### config.mk
export PLATFORM = sky130hd
export DESIGN_NAME = mem_cache
export DESIGN_NICKNAME = d
export VERILOG_FILES = /design/src/rtl/mem_cache.sv
export SDC_FILE = /design/constraint.sdc
export NUM_CORES = 1
export LEC_CHECK = 0
export CORE_AREA = 2 2 229 456
export DETAILED_ROUTE_END_ITERATION = 8
export DIE_AREA = 0 0 231 458
export SLEW_MARGIN = 5
export SYNTH_ARGS = -nofsm -noshare
export SYNTH_HDL_FRONTEND = slang
export SYNTH_SLANG_ARGS = --single-unit
### constraint.sdc
create_clock -name clk -period 15.75 [get_ports clk]
set_input_delay 1.575 -clock clk [delete_from_list [all_inputs] [get_ports clk]]
set_output_delay 1.575 -clock clk [all_outputs]
set_load 0.01 [all_outputs]
### src/rtl/mem_cache.sv
// Direct-mapped, write-through, no-write-allocate one-word-per-line cache for the multicycle MIPS core.
// Define CACHE_STATS_EN to add the hit_count / miss_count statistics ports.
module mem_cache #(
    parameter int LINES   = 16,
    parameter int MEM_LAT = 2
) (
    input  logic        clk,
    input  logic        rst,
    input  logic [31:0] address,
    input  logic [31:0] write_data,
    input  logic        mr,
    input  logic        mw,
    output logic [31:0] read_data,
    output logic        ready,
    output logic [31:0] mem_address,
    output logic [31:0] mem_write_data,
    output logic        mem_mr,
    output logic        mem_mw,
    input  logic [31:0] mem_read_data
`ifdef CACHE_STATS_EN
    ,
    output logic [31:0] hit_count,
    output logic [31:0] miss_count
`endif
);

    localparam int IDX = $clog2(LINES);
    localparam int TAG_W = 30 - IDX;
    localparam logic [3:0] LAT_INIT = 4'(MEM_LAT);

    typedef enum logic [1:0] {IDLE, FILL, WRITE, DONE} state_t;

    state_t state, state_next;

    logic [LINES-1:0] valid;
    logic [TAG_W-1:0] tags  [LINES];
    logic [31:0]      lines [LINES];

    logic [3:0]  lat_cnt;
    logic [31:0] addr_q;
    logic [31:0] data_q;
    logic [31:0] fill_q;
    logic        was_write;

    logic [IDX-1:0]   idx_in, idx_q;
    logic [TAG_W-1:0] tag_in, tag_q;
    logic             hit_in, hit_q;
    logic             unused_addr_bits;

    // Byte offset is ignored: accesses are always word aligned.
    assign unused_addr_bits = ^address[1:0];

    assign idx_in = address[IDX+1:2];
    assign tag_in = address[31:IDX+2];
    assign idx_q  = addr_q[IDX+1:2];
    assign tag_q  = addr_q[31:IDX+2];
    assign hit_in = valid[idx_in] && (tags[idx_in] == tag_in);
    assign hit_q  = valid[idx_q] && (tags[idx_q] == tag_q);

    always_ff @(posedge clk) begin
        if (rst) begin
            state     <= IDLE;
            lat_cnt   <= 4'd0;
            addr_q    <= 32'd0;
            data_q    <= 32'd0;
            fill_q    <= 32'd0;
            was_write <= 1'b0;
            valid     <= '0;
        end else begin
            state <= state_next;
            case (state)
                IDLE: begin
                    if (mw) begin
                        addr_q    <= address;
                        data_q    <= write_data;
                        was_write <= 1'b1;
                    end else if (mr && !hit_in) begin
                        addr_q    <= address;
                        lat_cnt   <= LAT_INIT;
                        was_write <= 1'b0;
                    end
                end
                FILL: begin
                    lat_cnt <= lat_cnt - 4'd1;
                    if (lat_cnt == 4'd1) begin
                        valid[idx_q] <= 1'b1;
                        tags[idx_q]  <= tag_q;
                        lines[idx_q] <= mem_read_data;
                        fill_q       <= mem_read_data;
                    end
                end
                // No-write-allocate: only a line already holding this address is refreshed.
                WRITE: begin
                    if (hit_q) lines[idx_q] <= data_q;
                end
                default: ;
            endcase
        end
    end

    always_comb begin
        state_next     = state;
        ready          = 1'b0;
        read_data      = 32'd0;
        mem_address    = 32'd0;
        mem_write_data = 32'd0;
        mem_mr         = 1'b0;
        mem_mw         = 1'b0;
        case (state)
            IDLE: begin
                if (mw) begin
                    state_next = WRITE;
                end else if (mr) begin
                    if (hit_in) begin
                        ready     = 1'b1;
                        read_data = lines[idx_in];
                    end else begin
                        state_next = FILL;
                    end
                end
            end
            FILL: begin
                mem_mr      = 1'b1;
                mem_address = addr_q;
                if (lat_cnt == 4'd1) state_next = DONE;
            end
            WRITE: begin
                mem_mw         = 1'b1;
                mem_address    = addr_q;
                mem_write_data = data_q;
                state_next     = DONE;
            end
            DONE: begin
                ready      = 1'b1;
                read_data  = was_write ? 32'd0 : fill_q;
                state_next = IDLE;
            end
            default: state_next = IDLE;
        endcase
    end

`ifdef CACHE_STATS_EN
    always_ff @(posedge clk) begin
        if (rst) begin
            hit_count  <= 32'd0;
            miss_count <= 32'd0;
        end else if (state == IDLE && mr && !mw) begin
            if (hit_in) hit_count <= hit_count + 32'd1;
            else        miss_count <= miss_count + 32'd1;
        end
    end
`endif

endmodule

==> flow_metrics.env, run 1 <==
export IMPL_first_iter_violations=2515
export IMPL_die_w_um=231
export IMPL_outcome="completed"
export IMPL_cts_tree="yes"
export IMPL_path_class="primary input to primary output"
export IMPL_synth_top_family_by_area="multiplexers"
export IMPL_die_y_um=458
export IMPL_hold_buffers=0
export IMPL_power_density_nw_per_um2=129
export IMPL_sequentialPowerShare=0.485
export IMPL_switchingPower_w=0.00183
export IMPL_finalPower_w=0.00678
export IMPL_internal_power_w=0.00495
export IMPL_synth_seq_cells=1051
export IMPL_tightestPinTransition_ps=1090
export IMPL_finalSetupTns_ps=0
export IMPL_cts_sinks=1051
export IMPL_max_freq_mhz=118
export IMPL_clockRootBuffer="clkbuf_16"
export IMPL_yosys_area_share_adder=0.00164
export IMPL_portBuffers=198
export IMPL_cts_made_buffers=95
export IMPL_drc=0
export IMPL_grt_start_max_net_pins=132
export IMPL_initial_utilization=0.447
export IMPL_post_cts_buffers=0
export IMPL_wl_per_cell_um=31.0
export IMPL_syn_area_um2=45700
export IMPL_cts_path_max_buffers=3
export IMPL_worstPathArrival_ps=6880
export IMPL_crit_path_start_kind="primary input"
export IMPL_final_common_cell="edfxtp_1"
export IMPL_ir_worst_vdd_mv=0.144
export IMPL_hold_violations=0
export IMPL_drtAntennaViolNets=0
export IMPL_dr_pass1_iters=5
export IMPL_fin_area_um2=52600
export IMPL_track_usage=0.245
export IMPL_dr_total_vias=25200
export IMPL_coreArea_um2=102000
export IMPL_finalCritPeriodShare=0.537
export IMPL_drv_slew=0
export IMPL_synth_xor_area_frac=0.00940
export IMPL_ys_flop_type="edfxtp_1"
export IMPL_floorplan_rows=166
export IMPL_place_area_um2=49300
export IMPL_first_global_vias=27200
export IMPL_holdWs_ps=457
export IMPL_drt_total_wl_um=128000
export IMPL_critical_path_peak_fanout=71
export IMPL_clk_latency_ps=710
export IMPL_antenna_found_initial=2
export IMPL_drv_cap=0
export IMPL_yosysWarnings=0
export IMPL_area_growth_pct=15.1
export IMPL_cts_repair_resized=0
export IMPL_path_cells="buf_8, buf_4, mux4_2, mux4_2, xnor2_1, nand2_1, or3_1, a21oi_1, nand4b_1, buf_4, nand2b_1, a21oi_1, clkdlybuf4s50_1"
export IMPL_num_io_pins=199
export IMPL_async_flop_share=0
export IMPL_power_frac_clock=0.360
export IMPL_yosys_area_share_simple=0.0485
export IMPL_h_tree_depth=3
export IMPL_synth_nets=2631
export IMPL_synth_mux_area_frac=0.218
export IMPL_reg2reg_slack_ps=8930
export IMPL_grt_pass1_wl_um=186000
export IMPL_cp_data_required_time_ps=14180
export IMPL_path_delay_family="buffers and inverters"
export IMPL_via_per_inst=6.09
export IMPL_final_cell_mix="928 x edfxtp_1, 351 x mux4_2, 194 x clkdlybuf4s50_1"
export IMPL_rsz0062_at_grt="false"
export IMPL_ys_types=78
export IMPL_switching_share=0.270
export IMPL_grt_overflow=0
export IMPL_cp_slowest_cell="buf_4"
export IMPL_gp_congestion=0.860
export IMPL_setup_viol=0
export IMPL_path_buf_inv=4
export IMPL_synth_edff_count=928
export IMPL_finalCriticalPeriod_ps=8450
export IMPL_clk_pin_slew_worst_paths_ps=60
export IMPL_end_kind="primary output"
export IMPL_yosysSeqAreaShare=0.664
export IMPL_netlist_instances=2525
export IMPL_slowest_delay_ps=940
export IMPL_total_leakage_power_nw=16.6
export IMPL_p_comb_frac=0.156
export IMPL_die_area_um2=106000
export IMPL_finClkSkew_ps=23.8
export IMPL_postLayoutCoreUtil=0.514
export IMPL_relSlewSlack=0.276
export IMPL_nNetsFinal=2813
export IMPL_hold_path_class="flop to flop"
export IMPL_synth_compound_area_frac=0.0367
export IMPL_place_detailed_hpwl_um=78800
export IMPL_syn_area_per_cell_um2=18.1
export IMPL_drive_gt1_frac=0.239
[cells by family after synthesis]
group | Yosys count
buffers and inverters | 200
muxes | 524
DFF | 1051
AOI/OAI and AO/OA | 251
and+or+nand+nor | 444
adders and majority gates | 6
xor gates and xnor gates | 49
[routing by layer]
metal | vias up | global-route usage | wire, um
li1 | 10600 | - | -
met2 | 1044 | 0.449 | 69300
met1 | 13300 | 0.286 | 46600
met5 | - | 0 | 13
met3 | 246 | 0.0375 | 7120
met4 | 2 | 0.0986 | 5060
[through the flow]
step           worst slack (ps)  instances
6_report                   7300       4134
4_1_cts                    7240       4133
3_3_place_gp               7330       3954
5_1_grt                    6980       4134
3_5_place_dp               7250       3954
2_1_floorplan              9640       2525
[worst reg2reg max path: cells and delay by family (launching register included)]
kind	cells	cell delay, ps
AO/OA/AOI/OAI	3	680
buffers and inverters	4	2500
AND/OR/NAND/NOR	4	1540
flip-flops	1	910
multiplexers	1	580
XOR/XNOR	1	190
[state kept, by name, indices dropped and copies added, names as in the netlist, named ones only]
name and cells:
addr_q 32, data_q 32, fill_q 32, lat_cnt 4, lines 512, state 2
tags 416, valid 16, was_write 1
[worst paths after layout]
check / start / to / cells past startpoint
min reg2reg: fill_q[8] / fill_q[8] / 2
min: fill_q[8] / fill_q[8] / 2
max: address[2] / read_data[8] / 13
max reg2reg: flop / lines[12][5] / 13
[synth_stat cells, drive strengths merged (4+ instances only)]
cell	count	area, um^2
a211oi	37	278
a21o	4	30.0
a21oi	121	609
a221oi	14	135
a22o	8	70.1
a22oi	11	82.6
and2	71	444
buf	79	509
clkbuf	92	345
dfxtp	123	2460
edfxtp	928	27900
ha	6	75.1
inv	26	97.6
mux2	46	518
mux2i	110	1100
mux4	368	8350
nand2	178	668
nand2b	43	269
nand3	8	40.0
nand4	7	50.1
nor2	65	246
nor2b	24	150
nor3	8	45.0
nor3b	4	30.0
nor4	9	68.8
o211a	5	50.1
o21ai	7	35.0
o22ai	20	125
or3	7	43.8
or4	5	37.5
xnor2	21	184
xor2	28	245
[power by group through the flow]
stage | combinational [W] | clock (W) | sequential (W)
finish | 0.00106 | 0.00244 | 0.00329
global route | 0.00112 | 0.00258 | 0.00330
detailed placement | 0.00106 | 0 | 0.00335
CTS | 0.00107 | 0.00248 | 0.00329
floorplan | 0.000702 | 0 | 0.00326
global placement | 0.00105 | 0 | 0.00334
[cell type report]
cell class / instances / area, um^2
antenna: 1 / 2.50
clock buffer: 117 / 2550
clock inverter: 62 / 703
fill: 8239 / 49600
inverter: 28 / 108
multi-input combinational: 1274 / 14700
sequential: 1051 / 30300
tap: 1344 / 1680
timing repair buffer: 257 / 2450
No activity file was read; power rests on OpenSTA's default activity.
==> inputs of run 2 (changes only) <==
- clock period: 15.75 -> 6.82 ns (I/O delays scaled with it)
==> run 2 against run 1 <==
  * Sequential power up 130%
  * Register-to-register slack worse by 7600 ps
  * Setup slack worse by 6500 ps
  * Power up 130%
  * Sequential share of layout area down 0.43 points
  * Global-route usage about the same
  * Largest cell class unchanged
  * Final cell count up 0.41%
  * Flip-flop and latch count unchanged
  * Largest power group unchanged
  * Die area unchanged
  * Via count up 0.28%
  * Core utilization up 0.39 points
==> flow_metrics.env, run 2 (synthesis gave the netlist of run 1 again) <==
export IMPL_tightestPinTransition_ps=1190
export IMPL_portBuffers=198
export IMPL_end_kind="primary output"
export IMPL_outcome="completed"
export IMPL_antenna_cells=0
export IMPL_place_detailed_hpwl_um=79100
export IMPL_drv_cap=0
export IMPL_cts_repair_resized=0
export IMPL_holdWs_ps=460
export IMPL_cp_data_required_time_ps=6140
export IMPL_cts_tree="yes"
export IMPL_drtAntennaViolNets=0
export IMPL_finClkSkew_ps=48.4
export IMPL_final_common_cell="edfxtp_1"
export IMPL_biggestRegsByFlops="lines x512, tags x416"
export IMPL_antenna_found_initial=1
export IMPL_drt_total_wl_um=128000
export IMPL_grt_pass1_wl_um=186000
export IMPL_path_buf_inv=3
export IMPL_drv_slew=0
export IMPL_path_class="primary input to primary output"
export IMPL_regArea_um2=30300
export IMPL_drc=0
export IMPL_cts_path_max_buffers=3
export IMPL_hold_buffers=0
export IMPL_grt_overflow=0
export IMPL_finalCritPeriodShare=0.884
export IMPL_clockRootBuffer="clkbuf_16"
export IMPL_relSlewSlack=0.208
export IMPL_first_global_vias=26800
export IMPL_power_density_nw_per_um2=296
export IMPL_path_delay_family="simple AND/OR/NAND/NOR gates"
export IMPL_path_cells="clkdlybuf4s50_1, nor2b_1, a22oi_1, a211oi_1, nor3_1, or4_1, nor3_1, nand4b_1, buf_4, nand2b_1, a21oi_1, clkdlybuf4s50_1"
export IMPL_dr_total_vias=25300
export IMPL_multi_input_area_um2=14700
export IMPL_h_tree_depth=3
export IMPL_fillCellCount=8264
export IMPL_hold_path_class="flop to flop"
export IMPL_max_freq_mhz=166
export IMPL_drive_gt1_frac=0.243
export IMPL_cts_made_buffers=93
export IMPL_area_growth_pct=16.0
export IMPL_worstPathArrival_ps=5340
export IMPL_slowest_delay_ps=1010
export IMPL_worst_slack_ps=793
export IMPL_die_w_um=231
export IMPL_largest_reg_flops=512
export IMPL_critical_path_peak_fanout=33
export IMPL_rsz0062_at_grt="false"
export IMPL_final_cell_mix="928 x edfxtp_1, 351 x mux4_2, 194 x clkdlybuf4s50_1"
export IMPL_die_area_um2=106000
export IMPL_first_iter_violations=2057
export IMPL_finalPower_w=0.0157
export IMPL_finalCriticalPeriod_ps=6030
export IMPL_regMostFlops="lines"
export IMPL_die_y_um=458
export IMPL_initial_utilization=0.447
export IMPL_nNetsFinal=2832
export IMPL_wl_per_cell_um=30.9
export IMPL_num_io_pins=199
export IMPL_setup_viol=0
export IMPL_clk_pin_slew_worst_paths_ps=70
export IMPL_via_per_inst=6.09
export IMPL_track_usage=0.245
export IMPL_grt_start_max_net_pins=83
export IMPL_coreArea_um2=102000
export IMPL_crit_path_start_kind="primary input"
export IMPL_clk_latency_ps=730
export IMPL_cp_slowest_cell="nor2b_1"
export IMPL_post_cts_buffers=0
export IMPL_cts_sinks=1051
export IMPL_post_place_ws_ps=852
export IMPL_ir_worst_vdd_mv=0.331
export IMPL_dr_pass1_iters=5
export IMPL_finalSetupTns_ps=0
export IMPL_total_leakage_power_nw=16.7
export IMPL_floorplan_rows=166
export IMPL_gp_congestion=0.862
export IMPL_hold_violations=0
[run 2: layer usage]
metal	vias up	GRT usage	wire length (um)
met5	-	0	0
met3	251	0.0325	6620
met2	963	0.441	68100
met1	13400	0.292	47600
li1	10600	-	-
met4	0	0.109	5800
[run 2: tightest hold or removal path, cell delays in order (launching register included)]
cell and delay [ps]:
dfxtp_1 310, nand2_1 50, a21oi_1 50
[run 2: layout make-up]
cell class,instances,share of cell area
flip-flops and latches,1051,0.573
multi-input cells,1274,0.278
repair buffers,278,0.0534
clock buffers,112,0.0474
well taps,1344,0.0318
clock inverters,64,0.0146
inverters,28,0.00203
[run 2: through the flow]
stage                     std cells  instance area [um^2]   util
after CTS                      4151                 52900  0.518
after floorplan                2525                 45700      -
after global routing           4151                 52900  0.518
after detailed placement       3975                 49700  0.486
after global placement         3975                 49700  0.486
final                          4151                 52900  0.518
[run 2: where the power goes]
group,switching (W),internal (W)
Sequential,0.000340,0.00725
Clock,0.00249,0.00314
Combinational,0.00144,0.00104
Total,0.00427,0.0114
[run 2: path summary, 6_finish.rpt]
| kind | start | endpoint | slack, ps | cells after the start |
|---|---|---|---|---|
| max | address[5] | read_data[0] | 790 | 12 |
| min | fill_q[10] | fill_q[10] | 460 | 2 |
| min reg2reg | fill_q[10] | fill_q[10] | 460 | 2 |
| max reg2reg | flop | lines[15][30] | 1350 | 10 |
